===== src/rtl/alu_exec_unit_if.sv =====
// Request/response bundle for alu_exec_unit: operation request in, result out.
// The master side issues operations and consumes results; the slave side is the unit.
interface alu_exec_unit_if;
    logic        in_valid;
    logic        in_ready;
    logic [3:0]  alu_ctrl;
    logic [31:0] op_a;
    logic [31:0] op_b;
    logic [4:0]  shamt;
    logic        out_valid;
    logic        out_ready;
    logic [31:0] result;
    logic        zero;
    logic        illegal;
    logic        overflow;

    modport master (
        output in_valid, alu_ctrl, op_a, op_b, shamt, out_ready,
        input  in_ready, out_valid, result, zero, illegal, overflow
    );

    modport slave (
        input  in_valid, alu_ctrl, op_a, op_b, shamt, out_ready,
        output in_ready, out_valid, result, zero, illegal, overflow
    );
endinterface


===== src/rtl/alu_exec_unit.sv =====
// Single-issue ALU execution unit with a serial one-bit-per-cycle shifter.
// Define ALU_OVERFLOW_EN to build the signed ADD/SUB overflow flag; otherwise overflow is tied to 0.
module alu_exec_unit (
    input  logic           clk,
    input  logic           reset,
    alu_exec_unit_if.slave bus
);

    typedef enum logic [1:0] {
        IDLE,
        SHIFT,
        DONE
    } state_t;

    state_t      state, state_next;
    logic [31:0] result_q, result_next;
    logic        illegal_q, illegal_next;
    logic [4:0]  cnt_q, cnt_next;
    logic        dir_q, dir_next;
    logic [31:0] sum;
    logic [31:0] diff;

`ifdef ALU_OVERFLOW_EN
    logic        ovf_q, ovf_next;
`endif

    assign sum  = bus.op_a + bus.op_b;
    assign diff = bus.op_a - bus.op_b;

    // The acceptance edge already performs the first shift step, so a shift by k
    // spends k-1 edges in SHIFT and completes with the same latency k as other ops.
    always_comb begin
        state_next   = state;
        result_next  = result_q;
        illegal_next = illegal_q;
        cnt_next     = cnt_q;
        dir_next     = dir_q;
`ifdef ALU_OVERFLOW_EN
        ovf_next     = ovf_q;
`endif
        case (state)
            IDLE: begin
                if (bus.in_valid) begin
                    state_next   = DONE;
                    illegal_next = 1'b0;
`ifdef ALU_OVERFLOW_EN
                    ovf_next     = 1'b0;
`endif
                    case (bus.alu_ctrl)
                        4'b0000: result_next = bus.op_a & bus.op_b;
                        4'b0001: result_next = bus.op_a | bus.op_b;
                        4'b0010: begin
                            result_next = sum;
`ifdef ALU_OVERFLOW_EN
                            ovf_next = (bus.op_a[31] == bus.op_b[31]) && (sum[31] != bus.op_a[31]);
`endif
                        end
                        4'b0011: result_next = bus.op_a ^ bus.op_b;
                        4'b0110: begin
                            result_next = diff;
`ifdef ALU_OVERFLOW_EN
                            ovf_next = (bus.op_a[31] != bus.op_b[31]) && (diff[31] != bus.op_a[31]);
`endif
                        end
                        4'b0111: result_next = {31'd0, $signed(bus.op_a) < $signed(bus.op_b)};
                        4'b1000, 4'b1001: begin
                            dir_next = bus.alu_ctrl[0];
                            if (bus.shamt == 5'd0) begin
                                result_next = bus.op_b;
                            end else begin
                                result_next = bus.alu_ctrl[0] ? (bus.op_b >> 1) : (bus.op_b << 1);
                                cnt_next    = bus.shamt - 5'd1;
                                if (bus.shamt != 5'd1)
                                    state_next = SHIFT;
                            end
                        end
                        4'b1100: result_next = ~(bus.op_a | bus.op_b);
                        default: begin
                            result_next  = 32'd0;
                            illegal_next = 1'b1;
                        end
                    endcase
                end
            end
            SHIFT: begin
                result_next = dir_q ? (result_q >> 1) : (result_q << 1);
                cnt_next    = cnt_q - 5'd1;
                if (cnt_q == 5'd1)
                    state_next = DONE;
            end
            DONE: begin
                if (bus.out_ready)
                    state_next = IDLE;
            end
            default: state_next = IDLE;
        endcase
    end

    always_ff @(posedge clk or posedge reset) begin
        if (reset) begin
            state     <= IDLE;
            result_q  <= 32'd0;
            illegal_q <= 1'b0;
            cnt_q     <= 5'd0;
            dir_q     <= 1'b0;
`ifdef ALU_OVERFLOW_EN
            ovf_q     <= 1'b0;
`endif
        end else begin
            state     <= state_next;
            result_q  <= result_next;
            illegal_q <= illegal_next;
            cnt_q     <= cnt_next;
            dir_q     <= dir_next;
`ifdef ALU_OVERFLOW_EN
            ovf_q     <= ovf_next;
`endif
        end
    end

    assign bus.in_ready  = (state == IDLE);
    assign bus.out_valid = (state == DONE);
    assign bus.result    = result_q;
    assign bus.illegal   = illegal_q;
    // zero is qualified by DONE so it reads 0 out of reset even though result is 0
    assign bus.zero      = (state == DONE) && (result_q == 32'd0);
`ifdef ALU_OVERFLOW_EN
    assign bus.overflow  = ovf_q;
`else
    assign bus.overflow  = 1'b0;
`endif

endmodule


===== src/flat_wrapper.sv =====
// flat-port wrapper written by rule: the top's interface ports become plain ports
module alu_exec_unit_flat 
  (clk, reset, bus_in_valid, bus_alu_ctrl, bus_op_a, bus_op_b, bus_shamt, bus_out_ready, bus_in_ready, bus_out_valid, bus_result, bus_zero, bus_illegal, bus_overflow);
  alu_exec_unit_if bus_i ();
  input  logic clk;
  input  logic reset;
  input wire logic [$bits(bus_i.in_valid)-1:0] bus_in_valid;
  input wire logic [$bits(bus_i.alu_ctrl)-1:0] bus_alu_ctrl;
  input wire logic [$bits(bus_i.op_a)-1:0] bus_op_a;
  input wire logic [$bits(bus_i.op_b)-1:0] bus_op_b;
  input wire logic [$bits(bus_i.shamt)-1:0] bus_shamt;
  input wire logic [$bits(bus_i.out_ready)-1:0] bus_out_ready;
  output wire logic [$bits(bus_i.in_ready)-1:0] bus_in_ready;
  output wire logic [$bits(bus_i.out_valid)-1:0] bus_out_valid;
  output wire logic [$bits(bus_i.result)-1:0] bus_result;
  output wire logic [$bits(bus_i.zero)-1:0] bus_zero;
  output wire logic [$bits(bus_i.illegal)-1:0] bus_illegal;
  output wire logic [$bits(bus_i.overflow)-1:0] bus_overflow;
  assign bus_i.in_valid = bus_in_valid;
  assign bus_i.alu_ctrl = bus_alu_ctrl;
  assign bus_i.op_a = bus_op_a;
  assign bus_i.op_b = bus_op_b;
  assign bus_i.shamt = bus_shamt;
  assign bus_i.out_ready = bus_out_ready;
  assign bus_in_ready = bus_i.in_ready;
  assign bus_out_valid = bus_i.out_valid;
  assign bus_result = bus_i.result;
  assign bus_zero = bus_i.zero;
  assign bus_illegal = bus_i.illegal;
  assign bus_overflow = bus_i.overflow;
  alu_exec_unit u_core (.clk(clk), .reset(reset), .bus(bus_i));
endmodule

===== config.mk =====
export PLATFORM = sky130hd
export DESIGN_NAME = alu_exec_unit_flat
export DESIGN_NICKNAME = d
export VERILOG_FILES = /design/src/rtl/alu_exec_unit_if.sv /design/src/rtl/alu_exec_unit.sv /design/src/flat_wrapper.sv
export SDC_FILE = /design/constraint.sdc
export NUM_CORES = 1
export LEC_CHECK = 0
export ABC_CLOCK_PERIOD_IN_PS = 3800
export CORE_MARGIN = 8
export CORE_UTILIZATION = 39
export DETAILED_ROUTE_END_ITERATION = 6
export HOLD_SLACK_MARGIN = 0.06
export PLACE_DENSITY_LB_ADDON = 0.08
export SYNTH_ARGS = -nofsm -noshare
export SYNTH_HDL_FRONTEND = slang
export SYNTH_SLANG_ARGS = --single-unit

===== constraint.sdc =====
create_clock -name clk -period 3.8 [get_ports clk]
set_input_delay 0.57 -clock clk [delete_from_list [all_inputs] [get_ports clk]]
set_output_delay 0.57 -clock clk [all_outputs]
set_load 0.005 [all_outputs]

==> results of run 1 <==
[state kept, by name, indices dropped and copies added (netlist names)]
name / cells
u_core.dir_q: 1
u_core.bus.illegal: 1
u_core.state: 2
u_core.cnt_q: 5
u_core.bus.result: 32
[routing by layer]
| layer | part of all wire, % | vias to the layer above | GRT usage (%) |
|---|---|---|---|
| met4 | 2.4 | 0 | 7.91 |
| met3 | 6.7 | 53 | 4.16 |
| li1 | - | 4905 | - |
| met1 | 48 | 5019 | 37.5 |
| met5 | 0 | - | 0 |
| met2 | 43 | 415 | 40.6 |
[cell usage in the layout (no fill, tap or decap), types with 16 or more instances in the layout]
master / count
inv_1: 98
nand2_1: 98
nor3_1: 22
a21oi_1: 114
ha_1: 103
nor2_1: 116
nor4_1: 17
clkdlybuf4s50_1: 111
o211ai_1: 44
dfrtp_1: 41
o21ai_0: 83
nand3_1: 23
buf_4: 125
mux2i_1: 48
a221oi_1: 28
a211oi_1: 16
[final cells by class]
type,instances,area (um^2),share of cell area (%)
multi-input cells,1000,7050,63.5
repair buffers,241,2130,19.2
flip-flops and latches,41,1030,9.24
inverters,103,387,3.48
well taps,285,357,3.21
clock buffers,5,125,1.13
clock inverters,3,17.5,0.158
[report_power, final]
group | internal, mW | leakage [nW] | switching (mW)
registers | 0.624 | 0.512 | 0.317
clock network | 0.242 | 0.0696 | 0.201
logic | 1.14 | 4.19 | 1.23
total | 2.00 | 4.77 | 1.74
[synthesized netlist by cell type, types with 10 or more instances]
master	count
a211oi_1	16
a21o_1	14
a21oi_1	114
a221o_1	12
a221oi_1	28
a31oi_1	10
buf_1	10
buf_2	20
clkbuf_1	51
dfrtp_1	41
ha_1	103
inv_1	98
mux2i_1	48
nand2_1	98
nand3_1	23
nand4_1	13
nor2_1	117
nor2b_1	13
nor3_1	23
nor4_1	18
o2111ai_1	13
o211ai_1	44
o21a_1	11
o21ai_0	83
o21bai_1	13
o221ai_1	11
o22ai_1	12
[cell families after synthesis]
kind of cell	after synthesis	synth area share, %
muxes	56	6.50
and+or+nand+nor	366	20.4
adders and majority gates	105	15.1
xor gates and xnor gates	10	0.998
buffers and inverters	187	8.50
DFF	41	11.7
AOI/OAI and AO/OA	462	36.7
other	1	0.0427
[metrics by stage]
| stage | instances | utilization (%) |
|---|---|---|
| 6_report | 1678 | 49.6 |
| 5_1_grt | 1678 | 49.6 |
| 4_1_cts | 1678 | 49.6 |
| 3_5_place_dp | 1670 | 49.0 |
| 3_3_place_gp | 1670 | 49.0 |
| 2_1_floorplan | 1228 | - |
[how the worst max path moves through the flow]
| stage | startpoint | endpoint | slack [ns] | depth (start not counted) |
|---|---|---|---|---|
| 2_1_floorplan | bus_op_b[1] | u_core.bus.result[19] | 0.97 | 10 |
| 3_3_place_gp | bus_op_b[4] | u_core.bus.result[17] | -0.18 | 10 |
| 3_5_place_dp | bus_op_b[4] | u_core.bus.result[17] | -0.26 | 10 |
| 4_1_cts | bus_op_b[4] | u_core.bus.result[17] | 0.03 | 10 |
| 5_1_grt | bus_op_b[4] | u_core.bus.result[17] | 0.002 | 11 |
| 6_report | bus_op_b[4] | u_core.bus.result[17] | 0.12 | 11 |
[worst max-delay path, stage by stage]
cell and delay (ns):
clkdlybuf4s50_1 0.55, inv_1 0.10, ha_1 0.49, nor3b_1 0.09
a211o_1 0.31, o211ai_1 0.41, nand2_1 0.22, a211oi_1 0.40
o311ai_0 0.19, o311ai_1 0.24, o211ai_1 0.22
==> flow_summary.yaml, run 1 <==
synthesis:
  synth_seq_cells: 41
  synthFlopType: "dfrtp_1"
  netlist_instances: 1228
  yosysUniqueCellTypes: 93
  synthArstFlopShare_pct: 100
  yosysTopAreaCellShare_pct: 14.7
  synth_area_leaders: "ha_1 15%, dfrtp_1 12%, a21oi_1 6.5%"
  synth_warnings: 0
  syn-mean-instance-area_um2: 7.14
  synth_area_leader_cell: "ha_1"
  synth_nets: 1410
  synth-edff-count: 0
  ys_seq_area_share_pct: 11.7
  syn_area_um2: 8770
drt:
  wirelength_um: 37800
  wire_per_inst_um: 22.5
  vias: 10400
  drc: 0
  drt_iter0_markers: 935
  firstDrtPassIters: 5
  via_per_inst: 6.19
  ant_nets: 0
final_layout:
  diodes: 0
  syn_to_final_growth_pct: 26.5
  final_nets: 1574
  final.fill_count: 2257
  final_cell_area_um2: 11100
  drive_above_1_share_pct: 13.6
timing:
  hold_violations: 0
  worst_pin_slew_ns: 1.13
  setup_viol: 0
  min_period_ns: 3.68
  grt_setup_unrepaired: "false"
  hold_ws_ns: 0.504
  setup_slack_ns: 0.124
  fin_crit_sh_pct: 96.7
  slew_viol_final: 0
  relSlewSlack_pct: 24.9
  finClkSkew_ns: 0.00870
  setup_tns_ns: 0
  fmax_mhz: 272
grt:
  grt_first_pass_wirelength_um: 58800
  grt-ovfl-total: 0
  grt_antenna_before_repair: 0
  grt_usage_pct: 26.5
  grt_pass1_vias: 10000
  grt_max_degree: 33
hold_path:
  holdCritPathClass: "reg -> reg"
  min_from: "u_core.bus.illegal"
  whs_path_depth: 1
  whs_endpoint: "u_core.bus.illegal"
run:
  maxCapViolCount: 0
cts:
  clk_pin_slew_ns: 0.07
  htreeDepth: 2
  cts_buffer_depth: 2
  holdBufCountCts: 0
  clk_latency_ns: 0.30
  cts_tree: "yes"
  cts_resized: 0
  cts.sinks: 41
  cts_setup_buffers: 0
  tritoncts.num_buffers: 5
  root_buffer: "clkbuf_16"
setup_path:
  reg2reg_depth: 8
  critPathLaunchType: "primary input"
  reg2reg_slack_ns: 1.28
  worstReg2RegStart: "u_core.dir_q"
  worstPathArrival_ns: 3.80
  worstPathRequired_ns: 3.92
  r2r-end: "u_core.bus.result[22]"
  crit_path_end_kind: "flop"
  critPathKind: "in -> reg"
  crit_fanout: 10
die:
  start_util_pct: 39.2
  die_w_um: 166
  rows: 55
  ios: 114
  core-area_um2: 22400
  die_area_um2: 27500
  die_h_um: 166
placement:
  placed_cell_area_um2: 11000
  dp_worst_setup_slack_ns: -0.263
  dp_hpwl_um: 30000
  port_buffers: 112
  globalplace.congestion: 0.938
pwr:
  leakagePower_nw: 4.77
  powerDensity_nw_per_um2: 337
  finalPower_mw: 3.75
  peakVddDrop_mv: 0.190
status:
  status: "finished, final reports clean"
No activity file was read; power rests on OpenSTA's default activity.
==> run 2, diff against run 1 <==
--- a/config.mk
+++ b/config.mk
@@ -6,7 +6,7 @@
 export NUM_CORES = 1
 export LEC_CHECK = 0
 export ABC_CLOCK_PERIOD_IN_PS = 3800
-export CORE_MARGIN = 8
+export CORE_MARGIN = 2
 export CORE_UTILIZATION = 39
 export DETAILED_ROUTE_END_ITERATION = 6
 export HOLD_SLACK_MARGIN = 0.06
==> run 2 against run 1 <==
Hold slack improved by 0.024 ns; sequential power decreased by 2.6%; total power increased by 1.5%; sequential share of layout area about the same; final cell count decreased by 0.30%; clock skew decreased by 0.0035 ns; worst setup slack improved by 0.17 ns; non-clock buffer count unchanged; largest power group unchanged; highest routed layer unchanged.
==> flow_summary.yaml, run 2 (synthesis gave the netlist of run 1 again) <==
status:
  status: "finished, final reports clean"
placement:
  dp_hpwl_um: 29000
  globalplace.congestion: 0.995
  port_buffers: 112
setup_path:
  critical_path.top_delay_family: "compound AO/OA/AOI/OAI gates"
  crit_fanout: 7
  crit_path_end_kind: "flop"
  critical-path-slowest-cell: "clkdlybuf4s50_1"
  slowest_delay_ns: 0.56
  worstPathArrival_ns: 3.65
  cp_cell_sequence: "clkdlybuf4s50_1 > inv_1 > ha_1 > nor3b_1 > a211o_1 > o211ai_1 > nand2_1 > a211oi_1 > o311ai_0 > o311ai_1 > o211ai_1"
  crit_path_frequent_cell: "o211ai_1"
  critPathLaunchType: "primary input"
  reg2reg_depth: 6
  worstPathRequired_ns: 3.94
  crit_cells: 11
  crit_buf_inv: 2
  critPathKind: "in -> reg"
timing:
  min_period_ns: 3.51
  slew_viol_final: 0
  grt_setup_unrepaired: "false"
  fin_crit_sh_pct: 92.4
  relSlewSlack_pct: 43.4
  fmax_mhz: 285
  hold_violations: 0
  worst_pin_slew_ns: 0.840
  setup_viol: 0
  hold_ws_ns: 0.528
  finClkSkew_ns: 0.00519
drt:
  via_per_inst: 6.09
  wirelength_um: 36800
  drc: 0
  drt_iter0_markers: 1007
  ant_nets: 0
  vias: 10200
  wire_per_inst_um: 22.0
  firstDrtPassIters: 6
die:
  ios: 114
  die_area_um2: 23700
  start_util_pct: 39.9
  die_w_um: 154
  core-area_um2: 22000
  rows: 54
  die_h_um: 154
pwr:
  leakagePower_nw: 4.78
  peakVddDrop_mv: 0.253
  powerDensity_nw_per_um2: 342
  finalPower_mw: 3.80
grt:
  grt_usage_pct: 30.3
  grt_pass1_vias: 9617
  grt_max_degree: 42
  grt_antenna_before_repair: 0
  grt_first_pass_wirelength_um: 56500
  grt-ovfl-total: 0
hold_path:
  holdCritPathClass: "reg -> reg"
  whs_path_depth: 1
cts:
  cts_buffer_depth: 2
  cts_tree: "yes"
  cts_setup_buffers: 0
  clk_latency_ns: 0.29
  clk_pin_slew_ns: 0.07
  htreeDepth: 2
  tritoncts.num_buffers: 5
  root_buffer: "clkbuf_16"
  holdBufCountCts: 0
  cts.sinks: 41
final_layout:
  largest_reg_flops: 32
  diodes: 0
  drive_above_1_share_pct: 13.6
  final_core_util_pct: 50.6
  final_nets: 1574
  final_cell_mix: "126 x buf_4, 116 x nor2_1, 114 x a21oi_1"
  syn_to_final_growth_pct: 26.6
  final_common_cell: "buf_4"
run:
  maxCapViolCount: 0
-- run 2: final cells by class --
cell class              instances  area [um^2]
clock buffers                   5          125
well taps                     280          350
repair buffers                241         2120
multi-input cells            1000         7050
inverters                     103          387
flip-flops and latches         41         1030
fillers                      2216        10900
clock inverters                 3         46.3
-- run 2: routing by layer --
layer	GRT usage (%)	vias to the layer above	wire length, um
met2	47.4	456	16000
met5	0	-	0
met4	6.90	0	703
met1	43.4	4784	17000
li1	-	4901	-
met3	5.27	54	3070
-- run 2: stage by stage --
step / cell area, um^2 / std cells / TNS, ns / setup WS (ns)
global placement: 10900 / 1665 / -0.00775 / -0.00775
global route: 11100 / 1673 / 0 / 0.101
finish: 11100 / 1673 / 0 / 0.290
detailed placement: 10900 / 1665 / -0.0672 / -0.0672
CTS: 11100 / 1673 / 0 / 0.235
floorplan: 8770 / 1228 / 0 / 0.966
-- run 2: worst register-to-register path, cell delays in order, from the launching register on --
cell,delay (ns)
dfrtp_1,0.45
nand2b_1,0.46
o21ai_0,0.44
a221oi_1,0.32
o2111ai_1,0.20
nor3_1,0.23
a21oi_1,0.10
-- run 2: repair_timing --
item,CTS,global route
gates resized for setup,0,1
setup endpoints to repair,0,1
endpoints found under the hold margin,0,0
-- run 2: power by group --
group | leakage [nW] | internal, mW | total (mW) | switching (mW)
Sequential | 0.512 | 0.625 | 0.917 | 0.293
Clock | 0.0800 | 0.312 | 0.518 | 0.206
Combinational | 4.18 | 1.13 | 2.37 | 1.23
-- run 2: path summary, 6_finish.rpt --
path / start / to / slack, ns
min in group asynchronous: reset / u_core.bus.result[25] / 0.73
setup reg to reg: u_core.state[1] / u_core.bus.result[18] / 1.47
hold / removal: u_core.bus.illegal / u_core.bus.illegal / 0.53
max in group asynchronous: reset / u_core.bus.result[10] / 2.66
setup / recovery: bus_op_b[4] / u_core.bus.result[17] / 0.29
hold reg to reg: u_core.bus.illegal / u_core.bus.illegal / 0.53
